$ cat config.mk
export PLATFORM = sky130hd
export DESIGN_NAME = decoder_nx2n_seq
export DESIGN_NICKNAME = d
export VERILOG_FILES = /design/src/rtl/decoder_pkg.sv /design/src/rtl/scan_counter.sv /design/src/rtl/decoder_nx2n_seq.sv
export SDC_FILE = /design/constraint.sdc
export NUM_CORES = 1
export LEC_CHECK = 0
export CELL_PAD_IN_SITES_DETAIL_PLACEMENT = 2
export CELL_PAD_IN_SITES_GLOBAL_PLACEMENT = 2
export CORE_UTILIZATION = 28
export CTS_CLUSTER_DIAMETER = 100
export CTS_CLUSTER_SIZE = 20
export DETAILED_ROUTE_END_ITERATION = 8
export PLACE_DENSITY_LB_ADDON = 0.1
export SLEW_MARGIN = 20
export SYNTH_ARGS = -nofsm -noshare
export SYNTH_HDL_FRONTEND = slang
export SYNTH_SLANG_ARGS = --single-unit
export TNS_END_PERCENT = 30
$ cat constraint.sdc
create_clock -name clk -period 4.2 [get_ports clk]
set_input_delay 0.42 -clock clk [delete_from_list [all_inputs] [get_ports clk]]
set_output_delay 0.42 -clock clk [all_outputs]
set_load 0.02 [all_outputs]
$ cat src/rtl/decoder_pkg.sv
// Shared state encodings and elaboration helpers for the registered N-to-2^N decoder.
package decoder_pkg;

  typedef enum logic [1:0] {
    ST_IDLE   = 2'd0,
    ST_DECODE = 2'd1,
    ST_SCAN   = 2'd2
  } state_t;

  function automatic int clog2(input int value);
    int result;
    result = 0;
    for (int i = 0; i < 32; i++) begin
      if ((1 << result) < value) result = result + 1;
    end
    return result;
  endfunction

endpackage

$ cat src/rtl/scan_counter.sv
// Dwell counter and line index for the scan driver; also loads the index directly in decode mode.
module scan_counter
  import decoder_pkg::*;
#(
  parameter int SEL_W = 3,
  parameter int DWELL = 4
) (
  input  logic             clk,
  input  logic             rst_n,
  input  logic             clr,
  input  logic             load,
  input  logic [SEL_W-1:0] load_val,
  input  logic             advance,
  output logic [SEL_W-1:0] idx,
  output logic [SEL_W-1:0] idx_next,
  output logic             wrap_pulse
);

  localparam int CNT_W = (clog2(DWELL) < 1) ? 1 : clog2(DWELL);
  localparam logic [CNT_W-1:0] CNT_LAST = CNT_W'(DWELL - 1);

  logic [CNT_W-1:0] cnt_reg, cnt_next;
  logic [SEL_W-1:0] idx_reg;
  logic             wrap_reg, wrap_next;

  always_comb begin
    cnt_next  = cnt_reg;
    idx_next  = idx_reg;
    wrap_next = 1'b0;
    if (load) begin
      cnt_next = '0;
      idx_next = load_val;
    end else if (advance) begin
      if (cnt_reg == CNT_LAST) begin
        cnt_next  = '0;
        idx_next  = idx_reg + 1'b1;
        // Line count is a power of two, so the natural rollover is the wrap.
        wrap_next = &idx_reg;
      end else begin
        cnt_next = cnt_reg + 1'b1;
      end
    end else if (clr) begin
      cnt_next = '0;
    end
  end

  always_ff @(posedge clk or negedge rst_n) begin
    if (!rst_n) begin
      cnt_reg  <= '0;
      idx_reg  <= '0;
      wrap_reg <= 1'b0;
    end else begin
      cnt_reg  <= cnt_next;
      idx_reg  <= idx_next;
      wrap_reg <= wrap_next;
    end
  end

  assign idx        = idx_reg;
  assign wrap_pulse = wrap_reg;

endmodule

$ cat src/rtl/decoder_nx2n_seq.sv
// Registered one-hot decoder with enable and auto-scan; FSM picks decode, scan-load or scan-advance.
module decoder_nx2n_seq
  import decoder_pkg::*;
#(
  parameter int SEL_W = 3,
  parameter int DWELL = 4
) (
  input  logic                    clk,
  input  logic                    rst_n,
  input  logic                    en,
  input  logic                    mode,
  input  logic [SEL_W-1:0]        sel,
  output logic [(1<<SEL_W)-1:0]   y,
  output logic [SEL_W-1:0]        idx,
  output logic                    valid,
  output logic                    wrap
);

  localparam int NOUT = 1 << SEL_W;
  localparam logic [NOUT-1:0] ONE = NOUT'(1);

  state_t           state_reg;
  logic [NOUT-1:0]  y_reg;
  logic             valid_reg;
  logic             clr, load, advance;
  logic [SEL_W-1:0] idx_next;

  always_comb begin
    clr     = !en;
    load    = en && (!mode || (state_reg != ST_SCAN));
    advance = en && mode && (state_reg == ST_SCAN);
  end

  scan_counter #(
    .SEL_W(SEL_W),
    .DWELL(DWELL)
  ) u_scan_counter (
    .clk       (clk),
    .rst_n     (rst_n),
    .clr       (clr),
    .load      (load),
    .load_val  (sel),
    .advance   (advance),
    .idx       (idx),
    .idx_next  (idx_next),
    .wrap_pulse(wrap)
  );

  // y is built from the counter's next index so it lands on the same edge as idx.
  always_ff @(posedge clk or negedge rst_n) begin
    if (!rst_n) begin
      state_reg <= ST_IDLE;
      y_reg     <= '0;
      valid_reg <= 1'b0;
    end else if (!en) begin
      state_reg <= ST_IDLE;
      y_reg     <= '0;
      valid_reg <= 1'b0;
    end else begin
      state_reg <= mode ? ST_SCAN : ST_DECODE;
      y_reg     <= ONE << idx_next;
      valid_reg <= 1'b1;
    end
  end

  assign y     = y_reg;
  assign valid = valid_reg;

endmodule

## Word level (Yosys, flattened, before mapping)

Index checks and enable logic that the tools add are counted.

- Add/sub/neg operators: 2
- Equality and inequality tests: 4
- Shift-type cells: 1
- Multiplexer cells: 14
- Reductions and logical operators: 6

Operators with widths:

| operator | number |
|---|---|
| $mux W2 | 6 |
| $mux W3 | 3 |
| $mux W8 | 1 |
| $shl A1 B3 Y8 const A | 1 |
| $eq A2 B2 Y1 const B | 2 |
| $mux W1 | 4 |
| $add A3 B1 Y3 const B | 1 |
| $logic_and A1 B1 Y1 | 3 |
| $ne A3 B1 Y1 const B | 1 |
| $reduce_and A3 Y1 | 1 |
| $add A2 B1 Y2 const B | 1 |
| $ne A2 B2 Y1 const B | 1 |
| $logic_not A1 Y1 | 1 |
| $logic_or A1 B1 Y1 | 1 |

- Register bits: 17
- Input bits: 7
- Output and inout port bits: 13
- Word-level logic and storage cells: 33

## Longest topological paths before layout

Gate-level depths: netlist of the first run.

- Word-level depth: 6
- Gate-level depth with buffers: 6
- Mapped depth without buffers: 6

## Cells and area by module

Synthesis of the first run repeated with hierarchy kept, for this count alone.

- Cell total of the unflattened synthesis: 61
- Area total of the unflattened synthesis: 720.7 um^2

Modules (own cells, without submodules):

| module | instances | cells an instance | area each (um^2) | seq. area each (um^2) |
|---|---|---|---|---|
| decoder_nx2n_seq | 1 | 30 | 365.4 | 275.3 |
| scan_counter | 1 | 31 | 355.3 | 150.1 |

## Worst setup path after synthesis of the first run

Ideal clock, no wire load.

- Path kind: reg-to-reg
- From: register u_scan_counter.idx_reg[0], in the netlist u_scan_counter.idx[0]
- To: register y_reg[1], in the netlist y[1]
- Setup time: 86 ps
- Arrival time: 1766 ps
- Required time: 4114 ps
- Setup slack: 2348 ps
- Cell stages (with the launch flop): 7
- Buffers on the path: 0
- Clock period less this slack: 1852 ps
- Cells stage by stage: dfrtp_1 ha_1 ha_1 mux2_2 mux2_2 nand2b_1 nor3_1

- Longest elaborated chain between the ends: 6

RTL lines:

| item | line | text |
|---|---|---|
| start, declared | scan_counter.sv:23 | `logic [SEL_W-1:0] idx_reg;` |
| start signal, assigned | scan_counter.sv:54 | `idx_reg <= idx_next;` |
| $add A3 B1 Y3 | scan_counter.sv:36 | `idx_next = idx_reg + 1'b1;` |
| $mux W3 | scan_counter.sv:34 | `if (cnt_reg == CNT_LAST) begin` |
| $mux W3 (*) | scan_counter.sv:33 | `end else if (advance) begin` |
| $mux W3 (*) | scan_counter.sv:30 | `if (load) begin` |
| $shl A1 B3 Y8 (*) | decoder_nx2n_seq.sv:61 | `y_reg <= ONE << idx_next;` |
| $mux W8 (*) | decoder_nx2n_seq.sv:55 | `end else if (!en) begin` |
| end signal, assigned | decoder_nx2n_seq.sv:61 |  |
| end, declared | decoder_nx2n_seq.sv:23 | `logic [NOUT-1:0] y_reg;` |

Every way passes the cells marked *; elsewhere a longest branch is shown, timed or not.
A chain may end at the register's enable or synchronous reset.

## Final worst setup path of the first run

- From: register u_scan_counter.idx_reg[0], in the netlist u_scan_counter.idx[0]
- To: register y_reg[2], in the netlist y[2]

Same word-level chain as after synthesis.

==> run summary, run 1 <==
- status: finished, final reports clean
- period utilisation layout: 47.6%
- simple logic cell fraction of the synthesized area: 25.3%
- adder and majority cell fraction of the synthesized area: 6.79%
- count of different cell masters after synthesis: 24
- Finished Layout Cells: 110
- number of global-route vias before repair: 532
- Via-to-Cell Ratio: 4.81
- detailed-router iteration count before antenna repair: 3
- detailed placer's ending HPWL: 1200 microns
- drt drc: 0
- residual antenna-violating net count after detailed routing: 0
- sequential fraction of the synthesis area: 57.7%
- maximum number of pins on one net before global-route repair: 18
- per-cell routed wire length: 14.4 microns
- number of clock sinks seen by CTS: 17
- total global-route track usage: 13.6%
- Max transition margin: 50.0%
- mapped cell area: 737 sq um
- overall die height: 53.3 microns
- main combinational cell family by area after synthesis: simple AND/OR/NAND/NOR gates
- starting density of the core: 29.7%
- clock-pin slew of the registers on the worst-case setup and hold paths: 0.10 ns
- setup repair after global routing missed its margin: no
- # fillers: 279
- FMAX: 501 MHz
- TritonCTS buffer count: 3
- initial antenna violation count: 0
- Layout Nets: 92
- max-cap violation count: 0
- CTS tree: done
- Compound-Gate Fraction of Synth Area: 5.43%
- Slew @ Worst Pin: 0.747 ns
- WL final: 1580 microns
- highest fanout seen on the critical path: 5
- die area: 2840 sq um
- Iter 0 DRT Violations: 1
- R2R Setup Slk: 2.20 ns
- Yosys reg bits: 17
- xor/xnor share of the synthesized area: 0%
- first-pass GRT wire length: 2600 microns
- count of hold buffers inserted by post-cts repair: 0
- Layout Area Growth over Synthesis: 34.0%
- Core ar.: 2480 sq um
- worst vdd rail ir drop: 0.000179 V
- summed negative setup slack over all endpoints: 0 ns
- clock insertion delay at the later pin of the skew report: 0.29 ns
- startpoint types: flip-flop
- fraction of synthesized area in multiplexers: 3.06%
- mean instance size in the synthesized netlist: 12.7 sq um
- switching fraction of total power: 27.8%
- root buffer cell: sky130_fd_sc_hd__clkbuf_4
- power per unit of standard cell area: 332 nW/um^2
- combinational cell fraction of total power: 19.2%
- Post-CTS Setup Repair Bufs: 0
- clock power share: 26.6%
- Leakage: 0.446 nW
- category of the worst setup path capture point: flip-flop
- Tightest Hold Check Type: flip-flop to flip-flop
- Worst Skew: 0.00242 ns
- total power: 0.328 mW
- Crit Path Category: flip-flop to flip-flop
- instance count after placement with tap cells included: 106
- total global routing overflow: 0
- final hold violation count: 0
- # port buffers: 19
- DIE WIDTH: 53.3 microns
- Synthesis Warnings: 0
- DR vias: 529
- design internal power: 0.237 mW
- fin. max-slew vios: 0
- Placement Rows: 18
- clock buffer depth: 2
- final setup vio count: 0
- Final Wtd Congestion: 0.705
- top-level I/O count: 20
- max FFs per register: 8
- cell count after synthesis: 58
- final critical-path required period: 2.00 ns
- net count of the mapped netlist: 69
- share of total power in sequential cells: 54.3%
- Max H-tree Level: 1
- Resized cells post-CTS: 0
- required time of the critical path: 4.40 ns
- n_diodes: 0
- net switching component of the power: 0.0911 mW
- share of cells above drive strength 1: 17.5%
- arrival time at the worst endpoint: 2.20 ns
kinds of logic after synthesis:
kind of cell	after synthesis
AO/OA/AOI/OAI	5
adder cells (fa/ha/maj)	4
buffers and inverters	3
flip-flops	17
multiplexers	2
AND/OR/NAND/NOR	27
stage by stage:
step	instance area, sq um	worst slack (ns)	hold WS [ns]	utilization, %
3_5_place_dp	960	2.03	0.466	38.7
6_report	987	2.20	0.478	39.8
5_1_grt	987	2.06	0.516	39.8
4_1_cts	987	2.15	0.485	39.8
2_1_floorplan	737	2.35	0.124	-
3_3_place_gp	960	2.05	0.463	38.7
power by group through the flow:
stage / clock network [mW] / registers (mW) / logic (mW)
after detailed placement: 0 / 0.182 / 0.0634
after floorplan: 0 / 0.189 / 0.0247
final: 0.0871 / 0.178 / 0.0628
after global placement: 0 / 0.181 / 0.0635
after CTS: 0.0905 / 0.179 / 0.0638
after global routing: 0.0960 / 0.180 / 0.0686
cells in the mapped netlist:
cell | number | area, sq um
sky130_fd_sc_hd__dfrtp_1 | 17 | 425
sky130_fd_sc_hd__nor3_1 | 10 | 50.1
sky130_fd_sc_hd__ha_1 | 4 | 50.1
sky130_fd_sc_hd__nand2_1 | 4 | 15.0
sky130_fd_sc_hd__mux2_2 | 2 | 22.5
sky130_fd_sc_hd__nor2_1 | 2 | 7.51
sky130_fd_sc_hd__o22ai_1 | 2 | 12.5
sky130_fd_sc_hd__a21oi_1 | 1 | 5.00
sky130_fd_sc_hd__and2_2 | 1 | 7.51
sky130_fd_sc_hd__and2b_2 | 1 | 8.76
sky130_fd_sc_hd__and3_1 | 1 | 6.26
sky130_fd_sc_hd__and3_4 | 1 | 11.3
sky130_fd_sc_hd__and3b_2 | 1 | 10.0
sky130_fd_sc_hd__buf_2 | 1 | 5.00
sky130_fd_sc_hd__inv_1 | 1 | 3.75
sky130_fd_sc_hd__inv_2 | 1 | 3.75
sky130_fd_sc_hd__nand2b_1 | 1 | 6.26
sky130_fd_sc_hd__nand3b_4 | 1 | 20.0
sky130_fd_sc_hd__nand4b_1 | 1 | 8.76
sky130_fd_sc_hd__nor2b_1 | 1 | 6.26
sky130_fd_sc_hd__nor3b_1 | 1 | 7.51
sky130_fd_sc_hd__nor4_4 | 1 | 21.3
sky130_fd_sc_hd__o21a_1 | 1 | 7.51
sky130_fd_sc_hd__o2bb2ai_2 | 1 | 15.0
critical path, stage by stage (launching register included):
cell and delay [ns]:
sky130_fd_sc_hd__dfrtp_1 0.45, sky130_fd_sc_hd__ha_1 0.22, sky130_fd_sc_hd__ha_1 0.29, sky130_fd_sc_hd__mux2_2 0.26, sky130_fd_sc_hd__mux2_2 0.28, sky130_fd_sc_hd__nand2b_1 0.21, sky130_fd_sc_hd__nor3_1 0.21
cell usage in the layout, fill, tap and decap left out, types with 2 or more instances in the layout:
cell and count:
sky130_fd_sc_hd__clkdlybuf4s50_1 19, sky130_fd_sc_hd__dfrtp_1 17, sky130_fd_sc_hd__nor3_1 10, sky130_fd_sc_hd__nand2_1 4, sky130_fd_sc_hd__ha_1 4, sky130_fd_sc_hd__clkbuf_4 3
sky130_fd_sc_hd__o22ai_1 2, sky130_fd_sc_hd__nor2_1 2, sky130_fd_sc_hd__mux2_2 2
layer usage:
metal	GRT usage, %	vias up	routed length [microns]	share of wire (%)
met3	3.16	4	88	5.6
met4	9.21	0	39	2.5
met5	0	-	0	0
met1	18.5	259	806	51
li1	-	250	-	-
met2	18.5	16	645	41
cell type report:
cell class,instances,area (sq um),area share [%]
clock buffer,3,22.5,2.28
clock inverter,1,5.00,0.507
sequential,17,425,43.1
tap,30,37.5,3.80
timing repair buffer,19,190,19.3
multi-input combinational,38,299,30.3
inverter,2,7.51,0.760
worst paths after layout:
path,startpoint,to,depth (start not counted)
setup reg to reg,u_scan_counter.idx[0],y[2],6
setup / recovery,u_scan_counter.idx[0],y[2],6
min in group asynchronous,rst_n,y[1],1
hold reg to reg,u_scan_counter.cnt_reg[0],u_scan_counter.cnt_reg[0],1
max in group asynchronous,rst_n,y[3],1
hold / removal,u_scan_counter.cnt_reg[0],u_scan_counter.cnt_reg[0],1
Power figures use the tool's default switching activity.
==> inputs of run 2 (changes only) <==
- clock period: 4.2 -> 2 ns (I/O delays scaled with it)
==> run 2 against run 1 <==
Compared with the run above:
- combinational power rose by 140%
- routed wire length rose by 7.0%
- fmax up 5.2%
- first-iteration DRC count is the same
- clock skew rose by 0.0013 ns
- critical path depth did not move
- cell count increased by 6.4%
- flip-flop and latch count unchanged
- total power grew 120%
- die area is the same
- clock-buffer cell count unchanged
==> run summary, run 2 (same netlist as run 1, synthesis figures left out) <==
- status: finished, final reports clean
- Via-to-Cell Ratio: 4.84, +0.59%
- core utilization of the finished layout: 42.0%, +2.1 points
- Final Wtd Congestion: 0.712, +0.94%
- path depth of the worst reg2reg path: 6, unchanged
- share of cells above drive strength 1: 24.1%, +6.6 points
- Layout Nets: 99, +7.6%
- Core ar.: 2480 sq um, unchanged
- number of clock sinks seen by CTS: 17, unchanged
- clock power share: 25.7%, -0.9 points
- per-cell routed wire length: 14.4 microns, +0.57%
- first-pass GRT wire length: 2670 microns, +2.7%
- Final Worst Setup Slack: 0.101 ns, -2.10 ns
- DR vias: 566, +7.0%
- Post-Place Setup Slack: 0.0649 ns, -1.96 ns
- number of global-route vias before repair: 578, +8.6%
- Resized cells post-CTS: 0, unchanged
- cell at the slowest stage of the critical path: sky130_fd_sc_hd__dfrtp_1
- highest fanout seen on the critical path: 4, -1
- die area: 2840 sq um, unchanged
- share of total power in sequential cells: 52.6%, -1.7 points
- clock buffer depth: 2, unchanged
- final hold violation count: 0, unchanged
- Max transition margin: 74.8%, +25 points
- max FFs per register: 8, unchanged
- root buffer cell: sky130_fd_sc_hd__clkbuf_4
- total power: 0.706 mW, +120%
- count of hold buffers inserted by post-cts repair: 0, unchanged
- clock insertion delay at the later pin of the skew report: 0.28 ns, about the same
- area used by multi-input combinational logic: 299 sq um, unchanged
- final critical-path required period: 1.90 ns, -0.0980 ns
- fin. max-slew vios: 0, unchanged
- area occupied by registers: 425 sq um, unchanged
- Worst Skew: 0.00371 ns, +0.00129 ns
- category of the worst setup path capture point: flip-flop
- arrival time at the worst endpoint: 2.10 ns, -0.10 ns
- required time of the critical path: 2.21 ns, -2.19 ns
- worst hold slack: 0.230 ns, -0.247 ns
- final setup vio count: 0, unchanged
- switching fraction of total power: 27.5%, -0.24 points
- detailed-router iteration count before antenna repair: 2, -1
- period utilisation layout: 95.0%, +47 points
- overall die height: 53.3 microns, unchanged
- initial antenna violation count: 0, unchanged
- drt drc: 0, unchanged
- Layout Area Growth over Synthesis: 41.1%
- TritonCTS buffer count: 3, unchanged
- setup repair after global routing missed its margin: yes
- Tightest Hold Check Type: primary input to async pin
- Crit Path Category: flip-flop to flip-flop
- Leakage: 0.480 nW, +7.5%
- top-level I/O count: 20, unchanged
- CTS tree: done
- Slew @ Worst Pin: 0.378 ns, -0.370 ns
- DIE WIDTH: 53.3 microns, unchanged
- total global-route track usage: 13.7%, +0.12 points
- Max H-tree Level: 1, unchanged
- # port buffers: 19, unchanged
- maximum single-stage delay on the critical path: 0.43 ns, -0.02 ns
- maximum number of pins on one net before global-route repair: 18, unchanged
- starting density of the core: 29.7%, unchanged
- FMAX: 527 MHz, +5.2%
- Iter 0 DRT Violations: 1, unchanged
- max-cap violation count: 0, unchanged
- combinational cell fraction of total power: 21.7%, +2.5 points
- residual antenna-violating net count after detailed routing: 0, unchanged
- most common library cell in the layout ignoring fill and taps: sky130_fd_sc_hd__clkdlybuf4s50_1
- clock-pin slew of the registers on the worst-case setup and hold paths: 0.10 ns, about the same
- total global routing overflow: 0, unchanged
- cell chain of the critical path: ha_1 -> ha_1 -> mux2_2 -> mux2_2 -> nand2b_1 -> nor3_1
- origin of the critical flop-to-flop path: u_scan_counter.idx[0]
- top library cells by usage in the layout, fill and taps aside: sky130_fd_sc_hd__clkdlybuf4s50_1, sky130_fd_sc_hd__dfrtp_1, sky130_fd_sc_hd__nor3_1
- R2R Setup Slk: 0.10 ns, -2.10 ns
- endpoint of the worst-slack reg-to-reg timing path: y[0]
- detailed placer's ending HPWL: 1270 microns, +6.2%
- n_diodes: 0, unchanged
- net switching component of the power: 0.195 mW, +110%
- # fillers: 272, -2.5%
- power per unit of standard cell area: 679 nW/um^2, +100%
- Placement Rows: 18, unchanged
- worst vdd rail ir drop: 0.000436 V, +140%
- startpoint types: flip-flop
- WL final: 1690 microns, +7.0%
- design internal power: 0.512 mW, +120%
## run 2: changes by cell type in the layout (fill, tap and decap cells not counted)
cell / change
sky130_fd_sc_hd__buf_4: +7
## run 2: layer usage
metal  track usage, %  wire length [microns]  vias up
met4             6.58                     13        0
met3             3.16                     96        2
li1                 -                      -      265
met1             18.0                    797      285
met2             20.8                    782       14
met5                0                      0        -
## run 2: through the flow
| stage | cell area [sq um] | TNS, ns | cells |
|---|---|---|---|
| after floorplan | 737 | 0 | 58 |
| after global placement | 997 | 0 | 111 |
| after detailed placement | 997 | 0 | 111 |
| after CTS | 1020 | 0 | 115 |
| after global routing | 1040 | -0.0926 | 117 |
| final | 1040 | 0 | 117 |
## run 2: what timing repair did
item                                   in CTS  in global routing
endpoints found under the hold margin       0                  0
setup buffers                               0                  2
setup endpoints to repair                   0                  3
## run 2: how the worst max path moves through the flow
| stage | from | endpoint | slack, ns |
|---|---|---|---|
| 2_1_floorplan | u_scan_counter.idx[0] | y[1] | 0.15 |
| 3_3_place_gp | mode | y[0] | 0.08 |
| 3_5_place_dp | u_scan_counter.idx[0] | y[0] | 0.06 |
| 4_1_cts | u_scan_counter.idx[0] | y[0] | 0.04 |
| 5_1_grt | u_scan_counter.idx[0] | y[0] | -0.03 |
| 6_report | u_scan_counter.idx[0] | y[0] | 0.10 |
## run 2: worst max-delay path, delay by kind of cell, from the launching register on
kind,cells,cell delay [ns]
multiplexers,2,0.54
flip-flops,1,0.43
adder cells (fa/ha/maj),2,0.50
AND/OR/NAND/NOR,2,0.35
## run 2: final cells by class
type | count | area share, %
clock buffers | 3 | 2.17
repair buffers | 26 | 23.3
well taps | 30 | 3.61
flip-flops and latches | 17 | 40.9
clock inverters | 1 | 0.481
multi-input cells | 38 | 28.8
inverters | 2 | 0.722
## run 2: power groups by stage
stage / clock network, mW / registers [mW] / logic (mW)
after floorplan: 0 / 0.397 / 0.0519
after global placement: 0 / 0.378 / 0.147
after detailed placement: 0 / 0.380 / 0.147
after CTS: 0.196 / 0.373 / 0.149
after global routing: 0.207 / 0.374 / 0.170
final: 0.181 / 0.372 / 0.153
